$ cat src/rtl/operand_entry_fsm.sv
// Operand entry stage for the hex calculator: debounces the enter/clear keys and
// captures A, B and the operation from the shared switch bank over three presses.
module operand_entry_fsm #(
  parameter int DEBOUNCE_CYCLES = 500000,
  parameter int CNT_W           = 20
) (
  input  logic       clk,
  input  logic       rst_n,
  input  logic       key_enter_n,
  input  logic       key_clear_n,
  input  logic [3:0] sw_val,
  input  logic [1:0] sw_op,
  output logic [3:0] A,
  output logic [3:0] B,
  output logic [1:0] s,
  output logic       operands_valid,
  output logic [1:0] entry_state
);

  typedef enum logic [1:0] {
    ENTER_A  = 2'b00,
    ENTER_B  = 2'b01,
    ENTER_OP = 2'b10,
    SHOW     = 2'b11
  } state_e;

  localparam logic [CNT_W-1:0] CNT_LAST = CNT_W'(DEBOUNCE_CYCLES - 1);
  localparam int KEY_ENTER = 0;
  localparam int KEY_CLEAR = 1;

  logic [1:0]            keyRaw;
  logic [1:0]            sync1_q, sync2_q;
  logic [1:0]            deb_q, deb_d;
  logic [1:0]            armed_q, armed_d;
  logic [1:0]            pulse_q, pulse_d;
  logic [1:0][CNT_W-1:0] cnt_q, cnt_d;
  logic [1:0]            startup_q, startup_d;

  state_e     state_q, state_d;
  logic [3:0] opA_q, opA_d;
  logic [3:0] opB_q, opB_d;
  logic [1:0] op_q, op_d;
  logic       valid_q, valid_d;

  assign keyRaw = {key_clear_n, key_enter_n};

  // A key is only armed once it has been seen released after reset, so a key
  // held through reset cannot fire until it is released and pressed again.
  always_comb begin
    startup_d = (startup_q == 2'd3) ? startup_q : startup_q + 2'd1;
    deb_d     = deb_q;
    cnt_d     = cnt_q;
    pulse_d   = 2'b00;
    armed_d   = armed_q;
    for (int k = 0; k < 2; k++) begin
      if (startup_q == 2'd3 && deb_q[k] && sync2_q[k]) begin
        armed_d[k] = 1'b1;
      end
      if (sync2_q[k] == deb_q[k]) begin
        cnt_d[k] = '0;
      end else if (cnt_q[k] == CNT_LAST) begin
        deb_d[k]   = sync2_q[k];
        cnt_d[k]   = '0;
        pulse_d[k] = armed_q[k] & ~sync2_q[k];
      end else begin
        cnt_d[k] = cnt_q[k] + CNT_W'(1);
      end
    end
  end

  always_ff @(posedge clk or negedge rst_n) begin
    if (!rst_n) begin
      sync1_q   <= 2'b11;
      sync2_q   <= 2'b11;
      deb_q     <= 2'b11;
      cnt_q     <= '0;
      armed_q   <= 2'b00;
      pulse_q   <= 2'b00;
      startup_q <= 2'd0;
    end else begin
      sync1_q   <= keyRaw;
      sync2_q   <= sync1_q;
      deb_q     <= deb_d;
      cnt_q     <= cnt_d;
      armed_q   <= armed_d;
      pulse_q   <= pulse_d;
      startup_q <= startup_d;
    end
  end

  // Clear wins over a simultaneous enter; the enter pulse is dropped.
  always_comb begin
    state_d = state_q;
    opA_d   = opA_q;
    opB_d   = opB_q;
    op_d    = op_q;
    valid_d = valid_q;
    if (pulse_q[KEY_CLEAR]) begin
      state_d = ENTER_A;
      opA_d   = 4'h0;
      opB_d   = 4'h0;
      op_d    = 2'b00;
      valid_d = 1'b0;
    end else if (pulse_q[KEY_ENTER]) begin
      case (state_q)
        ENTER_A: begin
          opA_d   = sw_val;
          state_d = ENTER_B;
        end
        ENTER_B: begin
          opB_d   = sw_val;
          state_d = ENTER_OP;
        end
        ENTER_OP: begin
          op_d    = sw_op;
          valid_d = 1'b1;
          state_d = SHOW;
        end
        default: begin
          valid_d = 1'b0;
          state_d = ENTER_A;
        end
      endcase
    end
  end

  always_ff @(posedge clk or negedge rst_n) begin
    if (!rst_n) begin
      state_q <= ENTER_A;
      opA_q   <= 4'h0;
      opB_q   <= 4'h0;
      op_q    <= 2'b00;
      valid_q <= 1'b0;
    end else begin
      state_q <= state_d;
      opA_q   <= opA_d;
      opB_q   <= opB_d;
      op_q    <= op_d;
      valid_q <= valid_d;
    end
  end

  assign A              = opA_q;
  assign B              = opB_q;
  assign s              = op_q;
  assign operands_valid = valid_q;
  assign entry_state    = state_q;

endmodule

$ cat config.mk
export PLATFORM = sky130hd
export DESIGN_NAME = operand_entry_fsm
export DESIGN_NICKNAME = d
export VERILOG_FILES = /design/src/rtl/operand_entry_fsm.sv
export SDC_FILE = /design/constraint.sdc
export NUM_CORES = 1
export LEC_CHECK = 0
export CAP_MARGIN = 10
export CORE_MARGIN = 2
export CORE_UTILIZATION = 45
export CTS_CLUSTER_DIAMETER = 100
export DETAILED_ROUTE_END_ITERATION = 10
export DONT_BUFFER_PORTS = 1
export SLEW_MARGIN = 10
export SYNTH_ARGS = -nofsm -noshare
export SYNTH_HDL_FRONTEND = slang
export SYNTH_SLANG_ARGS = --single-unit
export TNS_END_PERCENT = 50
$ cat constraint.sdc
create_clock -name clk -period 4.4 [get_ports clk]
set_input_delay 0.22 -clock clk [delete_from_list [all_inputs] [get_ports clk]]
set_output_delay 0.22 -clock clk [all_outputs]
set_load 0.05 [all_outputs]
# Yosys cells after proc, flatten, opt, wreduce, memory -nomap -nowiden
# Index checks and enable logic that the tools add are counted.
[word_totals] ff_bits=65 elab_cells=71 out_inout_bits=13
[classes] n_eq_ne=8 reduce_logical=16 addsub=3 bitwise=6 mux=23
[ops] operator="2-to-1 mux 20 bit" n=4
[ops] operator="adder 20 x 1 -> 20 bit, second input constant" n=2
[ops] operator="equality test 20 x 19 -> 1 bit, second input constant" n=2
[ops] operator="2-to-1 mux 4 bit" n=6
[ops] operator="AND reduction 2 bit" n=6
[ops] operator="2-to-1 mux 2 bit" n=5
[ops] operator="nonzero test 2 bit" n=4
[ops] operator="2-to-1 mux 1 bit" n=6
[ops] operator="one-hot mux 2 bit (3 select lines)" n=1
[ops] operator="equality test 2 bit, second input constant" n=2
[ops] operator="logical AND 1 bit" n=4
[ops] operator="NOT 1 bit" n=4
[ops] operator="adder 2 x 1 -> 2 bit, second input constant" n=1
[ops] operator="AND 1 bit" n=2
[ops] operator="equality test 1 bit" n=2
[ops] operator="equality test 2 x 1 -> 1 bit, second input constant" n=1
[ops] operator="logical NOT 2 bit" n=1
[ops] operator="inequality test 2 x 1 -> 1 bit, second input constant" n=1
[ops] operator="one-hot mux 1 bit (2 select lines)" n=1
[ops] operator="OR reduction 2 bit" n=1

# Longest topological paths before layout
[depth] ltp_word=5 mapped_depth=7 depth_no_buf=5

# Least setup slack after synthesis
# No wires, ideal clock.
[synth_path] path_type="reg-to-reg" from="reg cnt_q[10] (netlist bit)" to="reg cnt_q[16] (netlist bit)" stages_incl_launch_ff=6 setup_ns=0.119 setup_slack_ns=2.411 arrival_ns=1.870 path_cell_list="dfrtp_1 > or4_1 > or4_4 > o21ai_4 > buf_6 > nor2_1"
[synth_rtl] element="start: declaration" line="36" rtl="logic [1:0][CNT_W-1:0] cnt_q, cnt_d;"
[synth_rtl] element="start signal: assignment" line="84" rtl="cnt_q <= cnt_d;"

==> impl_metrics.toml <==
[status]
status = "complete, no violations"

[synthesis]
post_synth_instance_area_sq_um = 2990
synth-warning-count = 0
synth_seq_cells = 65
synth_edf_count = 0
count_of_cell_types_in_the_netlist = 33
synth_nets = 309
share_of_the_yosys_chip_area_belonging_to_registers_pct = 54.6
asyncSetResetFlopFracSynth_pct = 100
syn_area_per_cell_sq_um = 10.2
post_synth_inst_count = 293
main_flop_type_after_synthesis = "sky130_fd_sc_hd__dfrtp_1"

[clock_network]
cts_tree = "done"
insertion_delay_ns = 0.34
cts_sinks = 65
post_cts_buffers = 0
cts.clk_slew.worst_paths_ns = 0.07
cts.htree.levels = 3
clk_tree_root_cell = "sky130_fd_sc_hd__clkbuf_8"
cts_max_path_buffers = 2
cts_buffers = 9

[timing]
final_period_minus_worst_setup_slack_ns = 2.18
final.period_utilization_pct = 49.6
final-hold-violation-count = 0
maxSlewViolCount = 0
setup_viol = 0
max-slew-margin-rel_pct = 57.0
rsz0062_at_grt = "no"
slew_worst_pin_ns = 0.640
setup_total_negative_slack_ns = 0
finClkSkew_ns = 0.00778
max_freq_mhz = 458

[setup_path]
worst_case_reg_to_reg_path_depth = 4
timing.critical_path.required_ns = 4.60
critPathSlowestCell = "sky130_fd_sc_hd__or4_4"
cpPeakStageDelay_ns = 0.55
cp.arrival_ns = 2.38
critical_path_cell_count = 4
worst-path-buf-inv = 0
criticalPathCategory = "reg -> reg"
crit_chain = "or4_1, or4_4, o21ai_4, nor2_1"
critical_path.endpoint_type = "flop"
path_max_fanout = 19
worstSetupStartpointType = "flop"
cp_top_family = "simple AND/OR/NAND/NOR gates"

[final_layout]
design.final.nets = 317
mostFrequentLayoutCell = "sky130_fd_sc_hd__dfrtp_1"
drive_above_1_share_pct = 10.1
finalNonFillerCells = 383
registers.top_by_ff_count = "cnt_q"
layout.cells.most_common_list = "sky130_fd_sc_hd__dfrtp_1 (59), sky130_fd_sc_hd__nor2_1 (38), sky130_fd_sc_hd__nand2_1 (26), sky130_fd_sc_hd__nand3_1 (23)"
antenna_cells = 0
flow.area_growth_from_synthesis_pct = 10.6
fillCellCount = 571
largest_register_ff_count = 40
multi_input_comb_area_sq_um = 1280
regArea_sq_um = 1630

[global_route]
grt_first_pass_wirelength_mm = 9.35
global_route.peak_usage_layer = "met2"
grt.met1_usage_pct = 22.2
globalRouteMet3Util_pct = 3.85
grt_overflow_total = 0
number_of_global_route_vias_before_repair = 2049
grt_start_max_net_pins = 66
grt.total_usage_pct = 16.1
globalRouteMet2Util_pct = 23.9
antenna_found_initial = 0

[detailed_routing]
routed_wirelength_mm = 5.35
drt.antenna.violating_nets = 0
vias = 2133
drcViolationCount = 0
avgViaCountPerCell = 5.57
first_iter_violations = 63
routed_length_per_placed_instance_um = 14.0
drt-pass1-iter-count = 4

[floorplan]
floorplan.die_area_sq_um = 7320
die_height_um = 85.5
die_width_um = 85.5
num_rows = 29
io_pins = 23
starting_utilization_of_the_core_area_pct = 46.8
core_area_sq_um = 6390

[min_path]
min-delay-path-class = "in -> reg"
hold_path_depth = 2

[power]
seqPwrFrac_pct = 52.9
power.switching_fraction_pct = 21.6
maximum_vdd_ir_drop_mv = 0.188
p_per_area_nw_per_um2 = 350
power.share.clock_pct = 44.3
cellLeakagePower_nw = 1.34
p_int_w = 0.000907
net-switching-power_w = 0.000250
pwr-share-comb_pct = 2.8

[job]
drv.max_cap_violation_count = 0

[placed_design]
dpl.hpwl_mm = 3.41
gp_congestion = 0.737
port-buffer-count = 0
place_inst = 363
-- cell type report --
cell class	instances	area share [%]
inverter	10	1.13
timing repair buffer	4	1.74
tap	77	2.91
multi-input combinational	211	38.8
clock inverter	3	1.21
sequential	65	49.4
clock buffer	13	4.80
-- cells in the mapped netlist (2+ instances only) --
library cell / n / area [sq um]
sky130_fd_sc_hd__xnor2_1: 20 / 175
sky130_fd_sc_hd__o21ai_0: 5 / 25.0
sky130_fd_sc_hd__mux2i_1: 2 / 20.0
sky130_fd_sc_hd__o31ai_1: 4 / 30.0
sky130_fd_sc_hd__nand2_1: 26 / 97.6
sky130_fd_sc_hd__nor2_1: 38 / 143
sky130_fd_sc_hd__dfstp_2: 6 / 158
sky130_fd_sc_hd__dfrtp_1: 59 / 1480
sky130_fd_sc_hd__and3_1: 2 / 12.5
sky130_fd_sc_hd__and4_1: 3 / 26.3
sky130_fd_sc_hd__nor4_1: 5 / 31.3
sky130_fd_sc_hd__or4_1: 9 / 67.6
sky130_fd_sc_hd__a21oi_1: 20 / 100
sky130_fd_sc_hd__xor2_1: 10 / 87.6
sky130_fd_sc_hd__clkbuf_1: 4 / 15.0
sky130_fd_sc_hd__inv_1: 10 / 37.5
sky130_fd_sc_hd__nand4_1: 13 / 81.3
sky130_fd_sc_hd__mux2_2: 3 / 33.8
sky130_fd_sc_hd__a31o_2: 4 / 35.0
sky130_fd_sc_hd__nor3_1: 7 / 35.0
sky130_fd_sc_hd__or3_1: 4 / 25.0
sky130_fd_sc_hd__ha_1: 6 / 75.1
sky130_fd_sc_hd__nand3_1: 23 / 115
-- kinds of logic (layout without fill, tap and decap cells) --
group	Yosys count	count (layout)	synth area share, %
simple gates	136	136	23.0
fa+ha+maj	6	6	2.51
buf+inv	17	30	2.43
mux	5	5	1.80
compound gates	34	34	6.90
flops	65	65	54.6
xor+xnor	30	30	8.78
-- stage by stage --
| step | utilization [%] | instance area, sq um | setup WS (ns) | hold WS, ns | power (W) |
|---|---|---|---|---|---|
| floorplan | - | 2990 | 2.41 | -0.0756 | 0.000636 |
| global placement | 47.8 | 3050 | 2.26 | -0.0743 | 0.000640 |
| detailed placement | 47.8 | 3050 | 2.22 | -0.0742 | 0.000640 |
| CTS | 51.8 | 3310 | 2.21 | 0.00263 | 0.00117 |
| global route | 51.8 | 3310 | 2.09 | 0.0238 | 0.00120 |
| finish | 51.8 | 3310 | 2.22 | 0.0158 | 0.00116 |
-- path summary, 6_finish.rpt --
check / from / to / slack (ns)
worst max register to register: cnt_q[10] / cnt_q[2] / 2.22
worst min register to register: sync1_q[1] / sync2_q[1] / 0.36
worst max-delay path: cnt_q[10] / cnt_q[2] / 2.22
max in group asynchronous: rst_n / sync1_q[0] / 3.67
worst min-delay path: sw_val[0] / A[0] / 0.02
min in group asynchronous: rst_n / A[1] / 0.41
-- per-layer routing --
layer | up-vias | share of wire (%)
li1 | 1046 | -
met1 | 1038 | 50
met2 | 38 | 43
met3 | 11 | 4.5
met4 | 0 | 2.3
met5 | - | 0
-- power groups by stage --
| stage | combinational (W) | sequential, W | clock [W] |
|---|---|---|---|
| 3_5_place_dp | 0.0000165 | 0.000623 | 0 |
| 2_1_floorplan | 0.0000148 | 0.000622 | 0 |
| 4_1_cts | 0.0000340 | 0.000612 | 0.000523 |
| 3_3_place_gp | 0.0000166 | 0.000623 | 0 |
| 6_report | 0.0000326 | 0.000612 | 0.000512 |
| 5_1_grt | 0.0000382 | 0.000613 | 0.000554 |
-- timing repair --
item	4_1_cts	5_1_grt
hold buffers	4	0
endpoints found under the hold margin	67	0
resized for setup	0	0
(Power assumes the default switching activity.)
